$ cat config.mk
export PLATFORM = sky130hd
export DESIGN_NAME = mc_control
export DESIGN_NICKNAME = d
export VERILOG_FILES = /design/src/rtl/mc_pkg.sv /design/src/rtl/mc_alu_decode.sv /design/src/rtl/mc_control.sv
export SDC_FILE = /design/constraint.sdc
export NUM_CORES = 1
export LEC_CHECK = 0
export ABC_AREA = 1
export CAP_MARGIN = 10
export CORE_MARGIN = 10
export CORE_UTILIZATION = 39
export CTS_CLUSTER_SIZE = 10
export DETAILED_ROUTE_END_ITERATION = 8
export PLACE_DENSITY = 0.93
export SETUP_SLACK_MARGIN = 0.3
export SLEW_MARGIN = 10
export SYNTH_ARGS = -nofsm -noshare
export SYNTH_HDL_FRONTEND = slang
export SYNTH_SLANG_ARGS = --single-unit
$ cat constraint.sdc
create_clock -name clk_i -period 2.9 [get_ports clk_i]
set_input_delay 0.58 -clock clk_i [delete_from_list [all_inputs] [get_ports clk_i]]
set_output_delay 0.58 -clock clk_i [all_outputs]
set_load 0.02 [all_outputs]
$ cat src/rtl/mc_pkg.sv
// Shared definitions for the multi-cycle MIPS control unit: FSM states,
// instruction field constants, ALU op codes and datapath mux select codes.
package mc_pkg;

  typedef enum logic [3:0] {
    ST_FETCH    = 4'd0,
    ST_DECODE   = 4'd1,
    ST_MEMADDR  = 4'd2,
    ST_MEMREAD  = 4'd3,
    ST_MEMWB    = 4'd4,
    ST_MEMWRITE = 4'd5,
    ST_EXEC_R   = 4'd6,
    ST_RWB      = 4'd7,
    ST_EXEC_I   = 4'd8,
    ST_IWB      = 4'd9,
    ST_BRANCH   = 4'd10,
    ST_JUMP     = 4'd11,
    ST_TRAP     = 4'd12
  } state_e;

  localparam logic [5:0] OP_R    = 6'b000000;
  localparam logic [5:0] OP_J    = 6'b000010;
  localparam logic [5:0] OP_BEQ  = 6'b000100;
  localparam logic [5:0] OP_BNE  = 6'b000101;
  localparam logic [5:0] OP_ADDI = 6'b001000;
  localparam logic [5:0] OP_SLTI = 6'b001010;
  localparam logic [5:0] OP_ANDI = 6'b001100;
  localparam logic [5:0] OP_ORI  = 6'b001101;
  localparam logic [5:0] OP_XORI = 6'b001110;
  localparam logic [5:0] OP_LW   = 6'b100011;
  localparam logic [5:0] OP_SW   = 6'b101011;

  localparam logic [5:0] FN_SLL = 6'b000000;
  localparam logic [5:0] FN_SRL = 6'b000010;

  localparam logic [3:0] ALU_ADD   = 4'b0000;
  localparam logic [3:0] ALU_SUB   = 4'b0001;
  localparam logic [3:0] ALU_RTYPE = 4'b0010;
  localparam logic [3:0] ALU_ADDI  = 4'b0011;
  localparam logic [3:0] ALU_ANDI  = 4'b0100;
  localparam logic [3:0] ALU_ORI   = 4'b0101;
  localparam logic [3:0] ALU_SLTI  = 4'b0110;
  localparam logic [3:0] ALU_XORI  = 4'b0111;
  localparam logic [3:0] ALU_SLL   = 4'b1000;
  localparam logic [3:0] ALU_SRL   = 4'b1001;
  localparam logic [3:0] ALU_ROTR  = 4'b1011;

  localparam logic [1:0] SRCA_PC    = 2'd0;
  localparam logic [1:0] SRCA_RS    = 2'd1;
  localparam logic [1:0] SRCA_SHAMT = 2'd2;

  localparam logic [1:0] SRCB_RT     = 2'd0;
  localparam logic [1:0] SRCB_FOUR   = 2'd1;
  localparam logic [1:0] SRCB_IMM    = 2'd2;
  localparam logic [1:0] SRCB_IMM_SH = 2'd3;

  localparam logic [1:0] PCSRC_ALU    = 2'd0;
  localparam logic [1:0] PCSRC_ALUOUT = 2'd1;
  localparam logic [1:0] PCSRC_JUMP   = 2'd2;

  function automatic logic is_itype(input logic [5:0] op);
    return (op == OP_ADDI) || (op == OP_ANDI) || (op == OP_ORI) ||
           (op == OP_SLTI) || (op == OP_XORI);
  endfunction

endpackage

$ cat src/rtl/mc_alu_decode.sv
// Combinational ALU control: state plus opcode/funct/rotation select the
// ALU operation and both ALU operand sources.
module mc_alu_decode
  import mc_pkg::*;
#(
  parameter int unsigned ALU_OP_W    = 4,
  parameter bit          ENABLE_ROTR = 1'b1
) (
  input  state_e              state_i,
  input  logic [5:0]          opcode_i,
  input  logic [5:0]          funct_i,
  input  logic                rotation_i,
  output logic [ALU_OP_W-1:0] aluOp_o,
  output logic [1:0]          aluSrcA_o,
  output logic [1:0]          aluSrcB_o
);

  logic [3:0] op_raw;

  always_comb begin
    op_raw    = ALU_ADD;
    aluSrcA_o = SRCA_PC;
    aluSrcB_o = SRCB_RT;
    case (state_i)
      ST_FETCH: begin
        aluSrcB_o = SRCB_FOUR;
      end
      ST_DECODE: begin
        // Speculative branch target lands in ALUOut before the opcode is known.
        aluSrcB_o = SRCB_IMM_SH;
      end
      ST_MEMADDR: begin
        aluSrcA_o = SRCA_RS;
        aluSrcB_o = SRCB_IMM;
      end
      ST_EXEC_R: begin
        case (funct_i)
          FN_SLL: begin
            aluSrcA_o = SRCA_SHAMT;
            op_raw    = ALU_SLL;
          end
          FN_SRL: begin
            aluSrcA_o = SRCA_SHAMT;
            op_raw    = (ENABLE_ROTR && rotation_i) ? ALU_ROTR : ALU_SRL;
          end
          default: begin
            aluSrcA_o = SRCA_RS;
            op_raw    = ALU_RTYPE;
          end
        endcase
      end
      ST_EXEC_I: begin
        aluSrcA_o = SRCA_RS;
        aluSrcB_o = SRCB_IMM;
        case (opcode_i)
          OP_ADDI: op_raw = ALU_ADDI;
          OP_ANDI: op_raw = ALU_ANDI;
          OP_ORI:  op_raw = ALU_ORI;
          OP_SLTI: op_raw = ALU_SLTI;
          OP_XORI: op_raw = ALU_XORI;
          default: op_raw = ALU_ADD;
        endcase
      end
      ST_BRANCH: begin
        aluSrcA_o = SRCA_RS;
        op_raw    = ALU_SUB;
      end
      default: begin
        op_raw = ALU_ADD;
      end
    endcase
  end

  assign aluOp_o = ALU_OP_W'(op_raw);

endmodule

$ cat src/rtl/mc_control.sv
// Multi-cycle MIPS control unit: Moore FSM with memory-ready stalls,
// branch/jump sequencing and illegal-opcode trapping.
module mc_control
  import mc_pkg::*;
#(
  parameter int unsigned ALU_OP_W        = 4,
  parameter bit          TRAP_ON_ILLEGAL = 1'b1,
  parameter bit          ENABLE_ROTR     = 1'b1
) (
  input  logic                clk_i,
  input  logic                rst_ni,
  input  logic [5:0]          opcode_i,
  input  logic [5:0]          funct_i,
  input  logic                rotation_i,
  input  logic                zero_i,
  input  logic                mem_ready_i,
  output logic                irWrite_o,
  output logic                pcWrite_o,
  output logic [1:0]          pcSrc_o,
  output logic                iorD_o,
  output logic                memRead_o,
  output logic                memWrite_o,
  output logic                regDst_o,
  output logic                memToReg_o,
  output logic                regWrite_o,
  output logic [1:0]          aluSrcA_o,
  output logic [1:0]          aluSrcB_o,
  output logic [ALU_OP_W-1:0] aluOp_o,
  output logic [3:0]          state_o,
  output logic                illegal_o
);

  state_e state_q, state_d;

  always_ff @(posedge clk_i or negedge rst_ni) begin
    if (!rst_ni) state_q <= ST_FETCH;
    else         state_q <= state_d;
  end

  always_comb begin
    state_d = state_q;
    case (state_q)
      ST_FETCH:    if (mem_ready_i) state_d = ST_DECODE;
      ST_DECODE: begin
        if (opcode_i == OP_R)                              state_d = ST_EXEC_R;
        else if (opcode_i == OP_LW || opcode_i == OP_SW)   state_d = ST_MEMADDR;
        else if (is_itype(opcode_i))                       state_d = ST_EXEC_I;
        else if (opcode_i == OP_BEQ || opcode_i == OP_BNE) state_d = ST_BRANCH;
        else if (opcode_i == OP_J)                         state_d = ST_JUMP;
        else state_d = TRAP_ON_ILLEGAL ? ST_TRAP : ST_FETCH;
      end
      ST_MEMADDR:  state_d = (opcode_i == OP_SW) ? ST_MEMWRITE : ST_MEMREAD;
      ST_MEMREAD:  if (mem_ready_i) state_d = ST_MEMWB;
      ST_MEMWB:    state_d = ST_FETCH;
      ST_MEMWRITE: if (mem_ready_i) state_d = ST_FETCH;
      ST_EXEC_R:   state_d = ST_RWB;
      ST_RWB:      state_d = ST_FETCH;
      ST_EXEC_I:   state_d = ST_IWB;
      ST_IWB:      state_d = ST_FETCH;
      ST_BRANCH:   state_d = ST_FETCH;
      ST_JUMP:     state_d = ST_FETCH;
      ST_TRAP:     state_d = ST_TRAP;
      default:     state_d = ST_FETCH;
    endcase
  end

  always_comb begin
    irWrite_o  = 1'b0;
    pcWrite_o  = 1'b0;
    pcSrc_o    = PCSRC_ALU;
    iorD_o     = 1'b0;
    memRead_o  = 1'b0;
    memWrite_o = 1'b0;
    regDst_o   = 1'b0;
    memToReg_o = 1'b0;
    regWrite_o = 1'b0;
    illegal_o  = 1'b0;
    case (state_q)
      ST_FETCH: begin
        memRead_o = 1'b1;
        // Held reset masks mem_ready so no spurious IR/PC load escapes.
        irWrite_o = mem_ready_i & rst_ni;
        pcWrite_o = mem_ready_i & rst_ni;
      end
      ST_MEMREAD: begin
        iorD_o    = 1'b1;
        memRead_o = 1'b1;
      end
      ST_MEMWB: begin
        memToReg_o = 1'b1;
        regWrite_o = 1'b1;
      end
      ST_MEMWRITE: begin
        iorD_o     = 1'b1;
        memWrite_o = 1'b1;
      end
      ST_RWB: begin
        regDst_o   = 1'b1;
        regWrite_o = 1'b1;
      end
      ST_IWB: begin
        regWrite_o = 1'b1;
      end
      ST_BRANCH: begin
        pcSrc_o   = PCSRC_ALUOUT;
        pcWrite_o = (opcode_i == OP_BNE) ? ~zero_i : zero_i;
      end
      ST_JUMP: begin
        pcSrc_o   = PCSRC_JUMP;
        pcWrite_o = 1'b1;
      end
      ST_TRAP: begin
        illegal_o = 1'b1;
      end
      default: begin
        illegal_o = 1'b0;
      end
    endcase
  end

  mc_alu_decode #(
    .ALU_OP_W    (ALU_OP_W),
    .ENABLE_ROTR (ENABLE_ROTR)
  ) u_alu_decode (
    .state_i    (state_q),
    .opcode_i   (opcode_i),
    .funct_i    (funct_i),
    .rotation_i (rotation_i),
    .aluOp_o    (aluOp_o),
    .aluSrcA_o  (aluSrcA_o),
    .aluSrcB_o  (aluSrcB_o)
  );

  assign state_o = state_q;

endmodule

==> metrics.yaml <==
timing:
  slew_headroom: 0.7782
  max_freq_mhz: 387.9
  final-setup-viol-count: 0
  fin_worst_skew_ps: 4.291
  finalHoldViolCount: 0
  finalCriticalPeriod_ps: 2578
  fin_crit_sh: 0.8890
  rsz0062_at_grt: "yes"
  fin_tns_setup_ps: 0
  setup_ws_ps: 321.9
  tightestPinTransition_ps: 332.7
  maxSlewViolCount: 0
cts:
  path_clk_slew_ps: 40
  cts_tree: "built"
  clock_path_buffers: 2
  clk_latency_ps: 240
  numClockSinks: 4
  cts-root-buf: "clkbuf_4"
  postCtsHoldBufs: 0
  cts_buffers: 3
  cts-htree-levels: 1
floorplan:
  start_util: 0.4246
  dieHeight_um: 61.20
  dieArea_um2: 3745
  core_area_um2: 1559
  io_pins: 40
  die_w_um: 61.20
  core.rowCount: 14
critical_path:
  worstPathArrival_ps: 2000
  rr_endpoint: "state_o[0]$_DFFE_PN0P_"
  rrSetupSlack_ps: 1500
  cp_max_fo: 3
  crit_end: "pcWrite_o"
  worstSetupEndpointType: "output port"
  start_kind: "input port"
  critPathKind: "input port to output port"
  worstPathRequired_ps: 2320
  r2r_cells: 7
  r2r-start: "state_o[1]$_DFFE_PN0P_"
  startpoint: "opcode_i[4]"
drt:
  drtAntennaViolNets: 0
  num_vias: 975
  vias_per_cell: 5.328
  dr.pass1.iters: 5
  drt_iter0_markers: 37
  wl_mm: 2.500
  drc: 0
  avgRoutedWirePerCell_um: 13.66
power_and_ir_drop:
  p_leak_nw: 0.5808
  irDropWorstVdd_mv: 0.5600
  totalPowerFinal_uw: 812.6
  powerDensity_nw_per_um2: 712.9
placement:
  gp_congestion: 0.8255
  pre_cts_ws_ps: -51.45
  port_buffers: 39
  place_hpwl_mm: 2.087
  place_inst: 178
status:
  status: "completed"
layout:
  seq_area_um2: 100.1
  final_core_util: 0.7311
  multi_input_area_um2: 494.2
  antenna_cells: 0
  largest_register_ffs: 4
  drive_gt1_frac: 0.2216
  fillers: 130
  syn_to_final_growth_pct: 72.21
  layout.nets: 186
  layoutNonFillerInstCount: 183
synth:
  netlist_instances: 121
  ys_types: 20
  syn-cell-area_um2: 661.9
  ys_seq_elements: 4
  synth_seq_area_share: 0.1512
  syn_nets: 138
  ys_warn_count: 0
  postSynthAreaPerCell_um2: 5.470
hold_path:
  hp-class: "input port to async pin"
global_route:
  grt_max_degree: 9
  antenna_found_initial: 0
  grt_pass1_wl_mm: 3.946
  track_usage: 0.1317
  grt_pass1_vias: 901
  grt_overflow_total: 0
run:
  drv_cap: 0
[worst min path at each step]
stage / end / slack, ps
floorplan: state_o[0]$_DFFE_PN0P_ / 280
CTS: state_o[1]$_DFFE_PN0P_ / 660
global route: state_o[0]$_DFFE_PN0P_ / 660
detailed placement: state_o[3]$_DFFE_PN0P_ / 670
global placement: state_o[3]$_DFFE_PN0P_ / 620
finish: state_o[1]$_DFFE_PN0P_ / 660
[per-layer routing]
| metal | GRT usage | vias to the layer above | part of all wire |
|---|---|---|---|
| li1 | - | 480 | - |
| met1 | 0.1463 | 428 | 0.39 |
| met2 | 0.2234 | 57 | 0.46 |
| met3 | 0.03909 | 10 | 0.12 |
| met4 | 0.06515 | 0 | 0.028 |
| met5 | 0 | - | 0 |
[cells in the final DEF (no fill, tap or decap), drive strengths merged]
| cell | instances |
|---|---|
| a21oi | 4 |
| dlymetal6s2s | 2 |
| buf | 5 |
| nand4 | 1 |
| dlygate4sd2 | 3 |
| nand2 | 31 |
| inv | 22 |
| nand3 | 16 |
| clkdlybuf4s15 | 1 |
| clkbuf | 5 |
| o21ai | 7 |
| o211ai | 1 |
| nor2 | 30 |
| nor3 | 4 |
| dfrtp | 4 |
| o2111ai | 1 |
| clkdlybuf4s50 | 30 |
[cell type report]
type | count | area share
sequential | 4 | 0.08782
tap | 16 | 0.01756
multi-input combinational | 95 | 0.4336
timing repair buffer | 43 | 0.3688
inverter | 22 | 0.07245
clock buffer | 3 | 0.01976
[repair_timing]
item | CTS | global route
hold endpoints to repair | 0 | 0
resized for setup | 13 | 9
pin swaps | 0 | 2
setup buffers | 0 | 2
endpoints found under the setup margin | 7 | 6
[metrics by stage]
stage / hold WS [ps] / area, um2
finish: 657.4 / 1140
global route: 657.3 / 1140
CTS: 655.5 / 1114
detailed placement: 667.0 / 1087
global placement: 619.2 / 1087
floorplan: 284.4 / 661.9
[worst max-delay path, cell delays in order]
cell and delay (ps):
clkdlybuf4s50_1 460, nor2_4 180, nand3_1 130, nor2_2 160, a21oi_1 80, o21ai_1 70, nand3_1 70, clkdlybuf4s15_2 260
[power by group]
group          internal, mW  switching (mW)  leakage, nW
Clock                0.0464          0.0246       0.0138
Sequential           0.0778          0.0478       0.0515
Combinational         0.251           0.365        0.515
Total                 0.375           0.437        0.581
[cell families (layout without fill, tap and decap cells)]
| family | count (synthesis) | after routing | share of synthesized area |
|---|---|---|---|
| AND/OR/NAND/NOR | 82 | 82 | 0.6049 |
| buffers and inverters | 22 | 68 | 0.1248 |
| AO/OA/AOI/OAI | 13 | 13 | 0.1191 |
| flip-flops | 4 | 4 | 0.1512 |
[cell usage after synthesis]
cell / n / share of area
a21oi_1: 4 / 0.030
dfrtp_1: 4 / 0.15
inv_1: 16 / 0.091
inv_2: 6 / 0.034
nand2_1: 26 / 0.15
nand2_2: 4 / 0.038
nand2_4: 1 / 0.017
nand3_1: 15 / 0.11
nand3_4: 1 / 0.026
nand4_1: 1 / 0.0095
nor2_1: 22 / 0.12
nor2_2: 6 / 0.057
nor2_4: 2 / 0.034
nor3_1: 3 / 0.023
nor3_2: 1 / 0.015
o2111ai_1: 1 / 0.013
o211ai_1: 1 / 0.011
o21ai_0: 3 / 0.023
o21ai_1: 2 / 0.015
o21ai_2: 2 / 0.026
Power figures use the tool's default switching activity.
